--- config.mk ---
export PLATFORM = sky130hd
export DESIGN_NAME = button_debouncer
export DESIGN_NICKNAME = d
export VERILOG_FILES = /design/src/rtl/debounce_pkg.sv /design/src/rtl/synchronizer.sv /design/src/rtl/button_debouncer.sv
export SDC_FILE = /design/constraint.sdc
export NUM_CORES = 1
export LEC_CHECK = 0
export BUFFER_PORTS_ARGS = -buffer_cell sky130_fd_sc_hd__buf_2
export CAP_MARGIN = 20
export CORE_ASPECT_RATIO = 0.75
export CORE_MARGIN = 3
export CORE_UTILIZATION = 58
export CTS_BUF_LIST = sky130_fd_sc_hd__clkbuf_8
export DETAILED_ROUTE_END_ITERATION = 8
export GPL_ROUTABILITY_DRIVEN = 1
export PLACE_DENSITY = 0.78
export SLEW_MARGIN = 20
export SYNTH_ARGS = -nofsm -noshare
export SYNTH_HDL_FRONTEND = slang
export SYNTH_HIERARCHICAL = 1
export SYNTH_SLANG_ARGS = --single-unit
--- constraint.sdc ---
create_clock -name clk -period 1.75 [get_ports clk]
set_input_delay 0.2625 -clock clk [delete_from_list [all_inputs] [get_ports clk]]
set_output_delay 0.2625 -clock clk [all_outputs]
set_load 0.02 [all_outputs]
--- src/rtl/debounce_pkg.sv ---
// Shared types and default timing constants for the push-button debouncers.
// Used by button_debouncer, main and the benches.
package debounce_pkg;

    typedef enum logic [1:0] {
        S_LOW     = 2'd0,
        S_RISING  = 2'd1,
        S_HIGH    = 2'd2,
        S_FALLING = 2'd3
    } debounce_state_t;

    // 10 ms stability window and 1 s long-press threshold at 12 MHz
    localparam int DEFAULT_BOUNCE_CYCLES     = 120_000;
    localparam int DEFAULT_LONG_PRESS_CYCLES = 12_000_000;

    // Debounced level implied by an FSM state
    function automatic logic level_of(input debounce_state_t st);
        logic lvl;
        case (st)
            S_HIGH:    lvl = 1'b1;
            S_FALLING: lvl = 1'b1;
            S_LOW:     lvl = 1'b0;
            S_RISING:  lvl = 1'b0;
            default:   lvl = 1'b0;
        endcase
        return lvl;
    endfunction

endpackage

--- src/rtl/synchronizer.sv ---
// Two-flop synchronizer bringing an asynchronous single-bit input into the clk domain.
// Both stages clear to 0 on reset.
module synchronizer (
    input  logic clk,
    input  logic rst,
    input  logic d,
    output logic q
);

    logic meta_r;
    logic sync_r;

    // Metastability filter: first stage may go metastable, second stage resolves it
    always_ff @(posedge clk or posedge rst) begin
        if (rst) begin
            meta_r <= 1'b0;
            sync_r <= 1'b0;
        end else begin
            meta_r <= d;
            sync_r <= meta_r;
        end
    end

    assign q = sync_r;

endmodule

--- src/rtl/button_debouncer.sv ---
// Debounces one raw push-button pin and emits a clean level plus one-cycle
// pressed / released / long_press pulses, all registered.
module button_debouncer
    import debounce_pkg::*;
#(
    parameter int BOUNCE_CYCLES     = DEFAULT_BOUNCE_CYCLES,
    parameter int LONG_PRESS_CYCLES = DEFAULT_LONG_PRESS_CYCLES
) (
    input  logic clk,
    input  logic rst,
    input  logic button,
    output logic level,
    output logic pressed,
    output logic released,
    output logic long_press
);

    localparam int CNT_W  = $clog2(BOUNCE_CYCLES);
    localparam int LCNT_W = $clog2(LONG_PRESS_CYCLES + 1);

    localparam logic [CNT_W-1:0]  CNT_LAST  = CNT_W'(BOUNCE_CYCLES - 1);
    localparam logic [LCNT_W-1:0] LCNT_LAST = LCNT_W'(LONG_PRESS_CYCLES - 1);
    localparam logic [LCNT_W-1:0] LCNT_MAX  = LCNT_W'(LONG_PRESS_CYCLES);

    logic            s_s;
    debounce_state_t state_r;
    debounce_state_t state_nxt_s;
    logic [CNT_W-1:0]  cnt_r;
    logic [CNT_W-1:0]  cnt_nxt_s;
    logic [LCNT_W-1:0] lcnt_r;
    logic [LCNT_W-1:0] lcnt_nxt_s;
    logic level_r;
    logic pressed_r;
    logic released_r;
    logic long_press_r;
    logic pressed_nxt_s;
    logic released_nxt_s;
    logic long_press_nxt_s;

    synchronizer u_sync (
        .clk (clk),
        .rst (rst),
        .d   (button),
        .q   (s_s)
    );

    // Next-state, counter and pulse decode; every decision looks only at the synchronized pin
    always_comb begin
        state_nxt_s      = state_r;
        cnt_nxt_s        = cnt_r;
        lcnt_nxt_s       = lcnt_r;
        pressed_nxt_s    = 1'b0;
        released_nxt_s   = 1'b0;
        long_press_nxt_s = 1'b0;

        case (state_r)
            S_LOW: begin
                if (s_s) begin
                    state_nxt_s = S_RISING;
                    cnt_nxt_s   = {CNT_W{1'b0}};
                end else begin
                    state_nxt_s = S_LOW;
                end
            end

            S_RISING: begin
                if (!s_s) begin
                    state_nxt_s = S_LOW;
                end else if (cnt_r == CNT_LAST) begin
                    state_nxt_s   = S_HIGH;
                    pressed_nxt_s = 1'b1;
                    lcnt_nxt_s    = {LCNT_W{1'b0}};
                end else begin
                    cnt_nxt_s = cnt_r + CNT_W'(1);
                end
            end

            S_HIGH: begin
                if (!s_s) begin
                    state_nxt_s = S_FALLING;
                    cnt_nxt_s   = {CNT_W{1'b0}};
                end else if (lcnt_r == LCNT_LAST) begin
                    // Only this step fires; saturation below keeps it to once per press
                    lcnt_nxt_s       = LCNT_MAX;
                    long_press_nxt_s = 1'b1;
                end else if (lcnt_r < LCNT_MAX) begin
                    lcnt_nxt_s = lcnt_r + LCNT_W'(1);
                end else begin
                    lcnt_nxt_s = lcnt_r;
                end
            end

            S_FALLING: begin
                // A bounce back to high resumes the long-press count where it was
                if (s_s) begin
                    state_nxt_s = S_HIGH;
                end else if (cnt_r == CNT_LAST) begin
                    state_nxt_s    = S_LOW;
                    released_nxt_s = 1'b1;
                end else begin
                    cnt_nxt_s = cnt_r + CNT_W'(1);
                end
            end

            default: begin
                state_nxt_s = S_LOW;
                cnt_nxt_s   = {CNT_W{1'b0}};
                lcnt_nxt_s  = {LCNT_W{1'b0}};
            end
        endcase
    end

    // State, counters and registered outputs
    always_ff @(posedge clk or posedge rst) begin
        if (rst) begin
            state_r      <= S_LOW;
            cnt_r        <= {CNT_W{1'b0}};
            lcnt_r       <= {LCNT_W{1'b0}};
            level_r      <= 1'b0;
            pressed_r    <= 1'b0;
            released_r   <= 1'b0;
            long_press_r <= 1'b0;
        end else begin
            state_r      <= state_nxt_s;
            cnt_r        <= cnt_nxt_s;
            lcnt_r       <= lcnt_nxt_s;
            level_r      <= level_of(state_nxt_s);
            pressed_r    <= pressed_nxt_s;
            released_r   <= released_nxt_s;
            long_press_r <= long_press_nxt_s;
        end
    end

    assign level      = level_r;
    assign pressed    = pressed_r;
    assign released   = released_r;
    assign long_press = long_press_r;

endmodule

; After elaboration in Yosys (flattened, before gate mapping)
; Index checks and enable logic that the tools add are counted.
[totals]
ff_bits = 49
wordCells = 62
[op_classes]
add_sub_neg = 2
order_cmp = 1
n_eq_ne = 15
n_mux = 28
reduce_logical = 7
[ops]
columns = op, n
row1 = two-way mux 24 bit, 5
row2 = two-way mux 17 bit, 5
row3 = one-hot mux 17 bit (4 select lines), 1
row4 = one-hot mux 24 bit (2 select lines), 1
row5 = adder 24 x 1 -> 24 bit (second input constant), 1
row6 = == test 24 bit (second input constant), 1
row7 = < comparator 24 bit (second input constant), 1
row8 = adder 17 x 1 -> 17 bit (second input constant), 1
row9 = == test 17 bit (second input constant), 1
row10 = two-way mux 2 bit, 5
row11 = two-way mux 1 bit, 9
row12 = == test 2 bit (second input constant), 4
row13 = one-hot mux 2 bit (4 select lines), 1
row14 = inequality test 2 x 1 -> 1 bit (second input constant), 3
row15 = inequality test 2 bit (second input constant), 3
row16 = AND reduction 5 bit, 1
row17 = == test 2 x 1 -> 1 bit (second input constant), 2
row18 = logical NOT 2 bit, 2
row19 = AND reduction 4 bit, 1
row20 = OR reduction 2 bit, 2
row21 = inequality test 3 bit (second input constant), 1
row22 = one-hot mux 1 bit (2 select lines), 1
row23 = nonzero test 2 bit, 1

; Longest topological paths before layout
; Gate-level depths: netlist (run 1).
[depth]
ltp_word = 7
ltp_mapped = 8
depth_no_buf = 6

; Modules after synthesis
; Netlist (run 1), hierarchy kept.
[by_module_without_submodules]
columns = mod, n_inst, cells_each, area_per_inst_um2, seq_area_each_um2
row1 = button_debouncer, 1, 286, 2617.5, 1176.1
row2 = synchronizer, 1, 3, 53.8, 50.0

; Worst setup path before layout (run 1)
; OpenSTA, ideal clock, no wires.
[synth_timing]
path_kind = register to register
from = reg lcnt_r[0]
to = reg lcnt_r[18]
t_arrival_ns = 1.812
path_slack_ns = -0.186
stages_incl_launch_ff = 7
n_path_buf = 0
cell_sequence = dfrtp_1 > ha_1 > nand3_1 > nor4_1 > nand4_1 > and3_1 > a211o_1
[synth_between]
elab_chain_len = 5
elab_cells_between_ends = 9
cone_classes = add/sub: 1 / order compare: 1 / eq/ne: 2 / mux: 4 / reduce/logical: 1
[synth_lines]
columns = item, line_no
row1 = "start, declared", button_debouncer.sv:30  ; logic [LCNT_W-1:0] lcnt_r;
row2 = "start signal, assigned", button_debouncer.sv:118  ; lcnt_r <= {LCNT_W{1'b0}};
row3 = "start signal, assigned", button_debouncer.sv:126  ; lcnt_r <= lcnt_nxt_s;
row4 = adder 24 x 1 -> 24 bit, button_debouncer.sv:87  ; lcnt_nxt_s = lcnt_r + LCNT_W'(1);
row5 = two-way mux 24 bit, button_debouncer.sv:86  ; end else if (lcnt_r < LCNT_MAX) begin
row6 = two-way mux 24 bit, button_debouncer.sv:82  ; end else if (lcnt_r == LCNT_LAST) begin
row7 = two-way mux 24 bit, button_debouncer.sv:79  ; if (!s_s) begin
row8 = one-hot mux 24 bit (2 select lines), button_debouncer.sv:56  ; case (state_r)
; Several ways; a longest one is shown, not always the timed one. The select of a mux whose other input is x is not followed.
; A chain may end at the register's enable or synchronous reset.

; Worst setup path in the final report (run 1)
[layout_timing]
from = reg lcnt_r[0]
to = reg lcnt_r[19]
; Same word-level chain as after synthesis.

==> reports/qor.txt, run 1 <==
Final worst path period need: 2.12 ns
Seq cells post-synth: 49
Clk buf depth: 2
Seq pwr share: 53.1%
Endpoints failing hold: 0
Die Wd: 84.4 um
DPL Wire Length: 5110 um
Clk_lat worst skew: 0.33 ns
TritonCTS clock tree: yes
Setup tns final: -7.70 ns
CTS H-Tree Depth: 2
Residual DRC: 10
Number of vias per cell: 7.93
Tightest Pin Transition: 0.543 ns
Crit. End Element: flop
Final Slew Violations: 0
Mapped Cells: 289
DIE HEIGHT: 64.8 um
XOR/XNOR Fraction of Synth Area: 4.26%
Grt ovf: 0
Fin nets: 392
Post-Synth Simple-Gate Area: 29.1%
Internal power: 1.65 mW
Seq/Total Area, Yosys: 45.9%
Routed WL: 13200 um
Synth cell types: 51
Worst-path cell chain: nand4_1 > or4_4 > buf_6 > or3_4 > o211ai_1
Post-synthesis average cell area: 9.24 um2
Number of setup violations in the final report: 40
VDD IR max: 0.000575 V
Pre-CTS setup slack: -0.288 ns
Switch share: 24.3%
First-pass GRT wire length: 16100 um
Main combinational cell family by area after synthesis: simple AND/OR/NAND/NOR gates
Hold WC Path Type: in2reg
I/O pin cnt: 7
DR vias: 3514
Asr flop ratio synth: 100%
Largest net degree at the start of global routing: 25
Crit Path Class: reg2reg
I/O Buffers: 6
Max_cap viols: 0
Clock Sinks: 49
Initial antenna violation count: 1
Core area: 4230 um2
Crit Path Max Fanout: 6
Final hold slack: 0.0466 ns
Layout cells sized above 1: 45.4%
Fin crit share: 121%
Slowest stage delay, CP: 0.62 ns
Post-Syn Nets: 294
Drt first pass iters: 9
Synth Area in Compound Gates: 15.7%
Vias in the first global route: 3038
Warnings, synthesis: 6
Post-Place Cell Area: 3330 um2
Crit-path slowest cell: or4_4
Net Sw Power: 531 uW
Synth Cell Area: 2670 um2
Row count: 20
Worst setup margin: -0.373 ns
R2R Setup Slk: -0.37 ns
Clock power frac: 41.6%
Worst Clk Skew: 0.00737 ns
Inserted Diodes: 0
Result of the run: finished, violations left
Die ar.: 5460 um2
RSZ-0062 raised after global routing: true
CP required: 1.97 ns
Antenna-violating nets left: 0
Violated checks: design-rule violations, negative setup slack
Post-layout util: 95.0%
Combinational Power Share: 5.3%
Leakage power: 1.85 nW
Clk pin slew, worst setup/hold paths: 0.10 ns
Area Overhead vs Synth: 50.4%
Initial Util: 63.2%
Initial DRC Count: 629
Cts bufs inserted: 5
Critical Path AT: 2.34 ns
Fmax: 471 MHz
Fin cells: 443
Wire per inst: 29.7 um
Top FF cell, synth: dfrtp_1
Placed insts: 412
CTS Root Cell: clkbuf_8
GPL Wtd Cong: 0.907
Tot GR Track Use: 38.2%
Rel. slew slack: 63.7%
Design area: 4020 um2
Post-synthesis mux area share: 1.22%
Pwr Total: 2.18 mW
Number of synthesized flops with an enable pin: 0
Setup crit start kind: flop
Adder-Cell Fraction of Synth Area: 0.937%
Power Density: 544 nW/um2
==> sequential cells by signal, indices dropped and copies added, names as in the netlist <==
name	flops
cnt_r	17
released	1
u_sync/meta_r	1
state_r	2
long_press	1
level	1
pressed	1
u_sync/q	1
lcnt_r	24
==> path summary, 6_finish.rpt <==
path | from | to | cells after the start
max | lcnt_r[0] | lcnt_r[19] | 5
min | button | u_sync/meta_r | 1
max reg2reg | lcnt_r[0] | lcnt_r[19] | 5
min reg2reg | u_sync/meta_r | u_sync/q | 0
max in group asynchronous | rst | released | 4
min in group asynchronous | rst | u_sync/meta_r | 3
==> timing repair <==
item / 4_1_cts / 5_1_grt
pin swaps: 28 / 20
hold buffers: 1 / 0
buffers inserted: 16 / 7
gates cloned: 1 / 0
endpoints found under the hold margin: 23 / 0
gates resized for setup: 42 / 44
setup endpoints to repair: 34 / 44
==> cells by family (layout without fill, tap and decap cells) <==
logic type      Yosys count  in the layout
compound gates           62             62
xor+xnor                 13             13
fa+ha+maj                 2              2
buf+inv                  19            118
flops                    49             49
mux                       3              3
simple gates            141            141
==> critical path: cells and delay by family (launching register included) <==
kind / cells / cell delay [ns]
AO/OA/AOI/OAI: 1 / 0.26
buffers and inverters: 1 / 0.16
AND/OR/NAND/NOR: 3 / 1.16
flip-flops: 1 / 0.42
==> cells in the mapped netlist, types with 2 or more instances <==
master | count | share of area, %
xnor2_1 | 7 | 2.3
nand3_1 | 20 | 3.7
inv_1 | 8 | 1.1
nand4_1 | 13 | 3.0
nor2b_1 | 3 | 0.70
dfrtp_1 | 49 | 46
nand4b_1 | 3 | 0.98
nor3_1 | 11 | 2.1
ha_1 | 2 | 0.94
or4_1 | 3 | 0.84
o2bb2ai_1 | 2 | 0.66
a22o_1 | 4 | 1.3
o21ai_0 | 12 | 2.2
a211o_1 | 4 | 1.3
and3_1 | 9 | 2.1
o31ai_1 | 2 | 0.56
nand2b_1 | 6 | 1.4
nor2_1 | 24 | 3.4
buf_2 | 4 | 0.75
a41oi_1 | 2 | 0.66
nand3b_1 | 2 | 0.56
nand2_1 | 20 | 2.8
or2_2 | 2 | 0.47
clkbuf_1 | 7 | 0.98
xor2_1 | 6 | 2.0
and2_1 | 4 | 0.94
a21boi_0 | 2 | 0.56
and4_1 | 2 | 0.66
mux2_2 | 2 | 0.84
o211ai_1 | 5 | 1.4
a21oi_1 | 13 | 2.4
a21o_1 | 7 | 2.0
or3_1 | 11 | 2.6
==> cell usage in the layout (no fill, tap or decap), drive strengths merged, types with 2 or more instances in the layout <==
master and n:
buf 101, dfrtp 49, nor2 24, nand2 20, nand3 20, nand4 13
a21oi 13, o21ai 13, nor3 12, or3 11, and3 9, inv 8
xnor2 7, a21o 7, clkbuf 6, nand2b 6, xor2 6, o211ai 5
a211o 4, a22o 4, and2 4, nor2b 3, nand4b 3, or4 3
and4 2, nor4 2, or2 2, nand3b 2, mux2 2, a21boi 2
a41oi 2, o31ai 2, o2bb2ai 2, ha 2
==> metal layers <==
metal | vias up | share of wire, % | global-route usage [%]
met5 | - | 0 | 0
met4 | 0 | 12 | 15.8
met3 | 200 | 17 | 8.26
met2 | 469 | 40 | 61.1
met1 | 1583 | 32 | 50.8
li1 | 1262 | - | -
==> power by group through the flow <==
stage	registers, mW	clock network [mW]	logic [mW]
after floorplan	1.18	0	0.0441
after detailed placement	1.18	0	0.0932
after global placement	1.18	0	0.0909
after global routing	1.16	0.929	0.122
final	1.16	0.909	0.116
after CTS	1.15	0.877	0.0963
==> cell type report <==
cell class	instances	area, um2
tap	55	68.8
clock inverter	2	37.5
fill	103	213
sequential	49	1230
inverter	8	30.0
multi-input combinational	221	1730
timing repair buffer	102	832
clock buffer	6	82.6
Power figures use the tool's default switching activity.
==> run 2: changes to the inputs <==
--- a/config.mk
+++ b/config.mk
@@ -9,11 +9,10 @@
 export CAP_MARGIN = 20
 export CORE_ASPECT_RATIO = 0.75
 export CORE_MARGIN = 3
-export CORE_UTILIZATION = 58
+export CORE_UTILIZATION = 40
 export CTS_BUF_LIST = sky130_fd_sc_hd__clkbuf_8
 export DETAILED_ROUTE_END_ITERATION = 8
 export GPL_ROUTABILITY_DRIVEN = 1
-export PLACE_DENSITY = 0.78
 export SLEW_MARGIN = 20
 export SYNTH_ARGS = -nofsm -noshare
 export SYNTH_HDL_FRONTEND = slang
==> reports/qor.txt, run 2 (synthesized netlist as in run 1, its figures left out) <==
Result of the run: finished, violations left (unchanged)
Violated checks: negative setup slack (was design-rule violations, negative setup slack)
Internal power: 1.76 mW (was 1.65 mW)
Residual DRC: 0 (was 10)
Design area: 4160 um2 (was 4020 um2)
RSZ-0062 raised after global routing: true (unchanged)
Slowest stage delay, CP: 0.41 ns (was 0.62 ns)
R2R Path End: lcnt_r[15] (was lcnt_r[19])
DPL Wire Length: 5210 um (was 5110 um)
Clock power frac: 43.5% (was 41.6%)
Seq pwr share: 51.5% (was 53.1%)
Layout cells sized above 1: 45.6% (was 45.4%)
Placed insts: 444 (was 412)
Worst setup margin: -0.209 ns (was -0.373 ns)
Wire per inst: 17.2 um (was 29.7 um)
Regs by FF count: lcnt_r x24, cnt_r x17, state_r x2 (unchanged)
Hold WC Path Type: in2reg (unchanged)
Worst-path cell chain: buf_6 > and2b_1 > nand4_1 > buf_4 > a21o_1 > buf_6 > a32oi_2 > o41ai_2 (was nand4_1 > or4_4 > buf_6 > or3_4 > o211ai_1)
Tightest Pin Transition: 0.297 ns (was 0.543 ns)
CP required: 1.94 ns (was 1.97 ns)
Drt first pass iters: 4 (was 9)
Critical Path AT: 2.15 ns (was 2.34 ns)
GPL Wtd Cong: 0.872 (was 0.907)
Grt ovf: 0 (unchanged)
First-pass GRT wire length: 12600 um (was 16100 um)
Met2 WL post-DR: 3860 um (was 5240 um)
Max Used Layer: met4 (unchanged)
Vias in the first global route: 2560 (was 3038)
Fin nets: 405 (was 392)
Routed WL: 8290 um (was 13200 um)
Crit Path Class: reg2reg (unchanged)
Core area: 6380 um2 (was 4230 um2)
Post-Place Cell Area: 3410 um2 (was 3330 um2)
DR vias: 2693 (was 3514)
Rel. slew slack: 80.0% (was 63.7%)
Row count: 25 (was 20)
Worst Clk Skew: 0.0107 ns (was 0.00737 ns)
VDD IR max: 0.000421 V (was 0.000575 V)
Fillers: 494 (was 103)
Largest net degree at the start of global routing: 48 (was 25)
Worst Hold End: u_sync/meta_r (unchanged)
Final worst path period need: 1.96 ns (was 2.12 ns)
Crit. End Element: flop (unchanged)
Clock Sinks: 49 (unchanged)
Fin cells: 482 (was 443)
Final Slew Violations: 0 (unchanged)
Switch share: 21.3% (was 24.3%)
Most common cell after layout, fill and taps aside: buf_4 (unchanged)
Met3 wire len: 371 um (was 2230 um)
Setup crit start kind: flop (unchanged)
Max reg flops: 24 (unchanged)
I/O Buffers: 6 (unchanged)
Power Density: 538 nW/um2 (was 544 nW/um2)
Endpoints failing hold: 0 (unchanged)
HP Start: button (unchanged)
Initial DRC Count: 103 (was 629)
I/O pin cnt: 7 (unchanged)
Most used cell, CP: buf_6
Crit-path slowest cell: dfrtp_1 (was or4_4)
Fin crit share: 112% (was 121%)
Die ar.: 7700 um2 (was 5460 um2)
CTS Root Cell: clkbuf_8 (unchanged)
Number of setup violations in the final report: 26 (was 40)
Area Overhead vs Synth: 55.8% (was 50.4%)
Net Sw Power: 476 uW (was 531 uW)
Pre-CTS setup slack: -0.202 ns (was -0.288 ns)
Clk pin slew, worst setup/hold paths: 0.10 ns (about the same)
Initial antenna violation count: 0 (was 1)
Leakage power: 1.95 nW (was 1.85 nW)
R2R Setup Slk: -0.21 ns (was -0.37 ns)
Largest reg by FF count: lcnt_r (unchanged)
DIE HEIGHT: 76.8 um (was 64.8 um)
Antenna-violating nets left: 0 (unchanged)
Tot GR Track Use: 20.4% (was 38.2%)
Cts bufs inserted: 5 (unchanged)
Setup tns final: -2.93 ns (was -7.70 ns)
Crit Path Max Fanout: 5 (was 6)
Max_cap viols: 0 (unchanged)
Die Wd: 100 um (was 84.4 um)
Commonest cells after routing, fill and taps aside: buf_4, dfrtp_1, buf_6, nor2_1, nand2_1 (was buf_4, dfrtp_1, nor2_1, nand2_1)
R2R depth: 8 (was 5)
Reg-to-reg startpoint: state_r[0] (was lcnt_r[0])
Inserted Diodes: 0 (unchanged)
Clk_lat worst skew: 0.31 ns (was 0.33 ns)
TritonCTS clock tree: yes (unchanged)
Number of vias per cell: 5.59 (was 7.93)
Metal-1 WL: 3910 um (was 4150 um)
CTS H-Tree Depth: 2 (unchanged)
Clk buf depth: 2 (unchanged)
Hold path depth: 1 (unchanged)
Fmax: 510 MHz (was 471 MHz)
Initial Util: 41.9% (was 63.2%)
Combinational Power Share: 5.0% (was 5.3%)
-- run 2: power by group through the flow --
stage | registers [mW] | clock network [mW] | logic (mW)
3_3_place_gp | 1.17 | 0 | 0.0990
4_1_cts | 1.15 | 0.983 | 0.111
5_1_grt | 1.15 | 1.02 | 0.125
6_report | 1.15 | 0.973 | 0.111
2_1_floorplan | 1.18 | 0 | 0.0441
3_5_place_dp | 1.18 | 0 | 0.102
-- run 2: timing repair --
item | CTS | global route
setup buffers | 13 | 16
pin swaps | 25 | 25
gates resized for setup | 43 | 50
hold buffers | 1 | 0
hold endpoints to repair | 2 | 0
setup endpoints to repair | 26 | 41
gates cloned | 1 | 0
-- run 2: through the flow --
stage	hold slack, ns	util, %	total power, mW
after floorplan	0.00368	-	1.22
after detailed placement	0.133	53.4	1.28
after CTS	0.0527	59.9	2.25
final	0.0538	65.2	2.24
after global routing	0.0445	65.2	2.30
after global placement	0.132	53.4	1.27
-- run 2: worst max-delay path by stage --
stage                     cells after the start    endpoint  startpoint  slack, ns
final                                         8  lcnt_r[15]  state_r[0]      -0.21
after global routing                          5  lcnt_r[21]   lcnt_r[1]      -0.26
after global placement                        5  lcnt_r[21]   lcnt_r[0]      -0.17
after floorplan                               6  lcnt_r[18]   cnt_r[11]      -0.15
after CTS                                     5  lcnt_r[21]   lcnt_r[8]      -0.12
after detailed placement                      7   lcnt_r[0]  lcnt_r[14]      -0.20
-- run 2: worst max-delay path: cells and delay by family (launching register included) --
| kind | cells | cell delay [ns] |
|---|---|---|
| flops | 1 | 0.41 |
| simple gates | 2 | 0.42 |
| buf+inv | 3 | 0.48 |
| compound gates | 3 | 0.51 |
-- run 2: layout make-up --
type / instances / area (um2) / share of cell area, %
clock buffer: 5 / 68.8 / 1.65
clock inverter: 3 / 65.1 / 1.56
inverter: 8 / 30.0 / 0.722
multi-input combinational: 221 / 1720 / 41.3
sequential: 49 / 1230 / 29.5
tap: 81 / 101 / 2.44
timing repair buffer: 115 / 950 / 22.8
-- run 2: metal layers --
layer	GRT usage, %	vias up
li1	-	1288
met4	4.98	0
met2	30.8	65
met5	0	-
met1	30.2	1324
met3	3.45	16
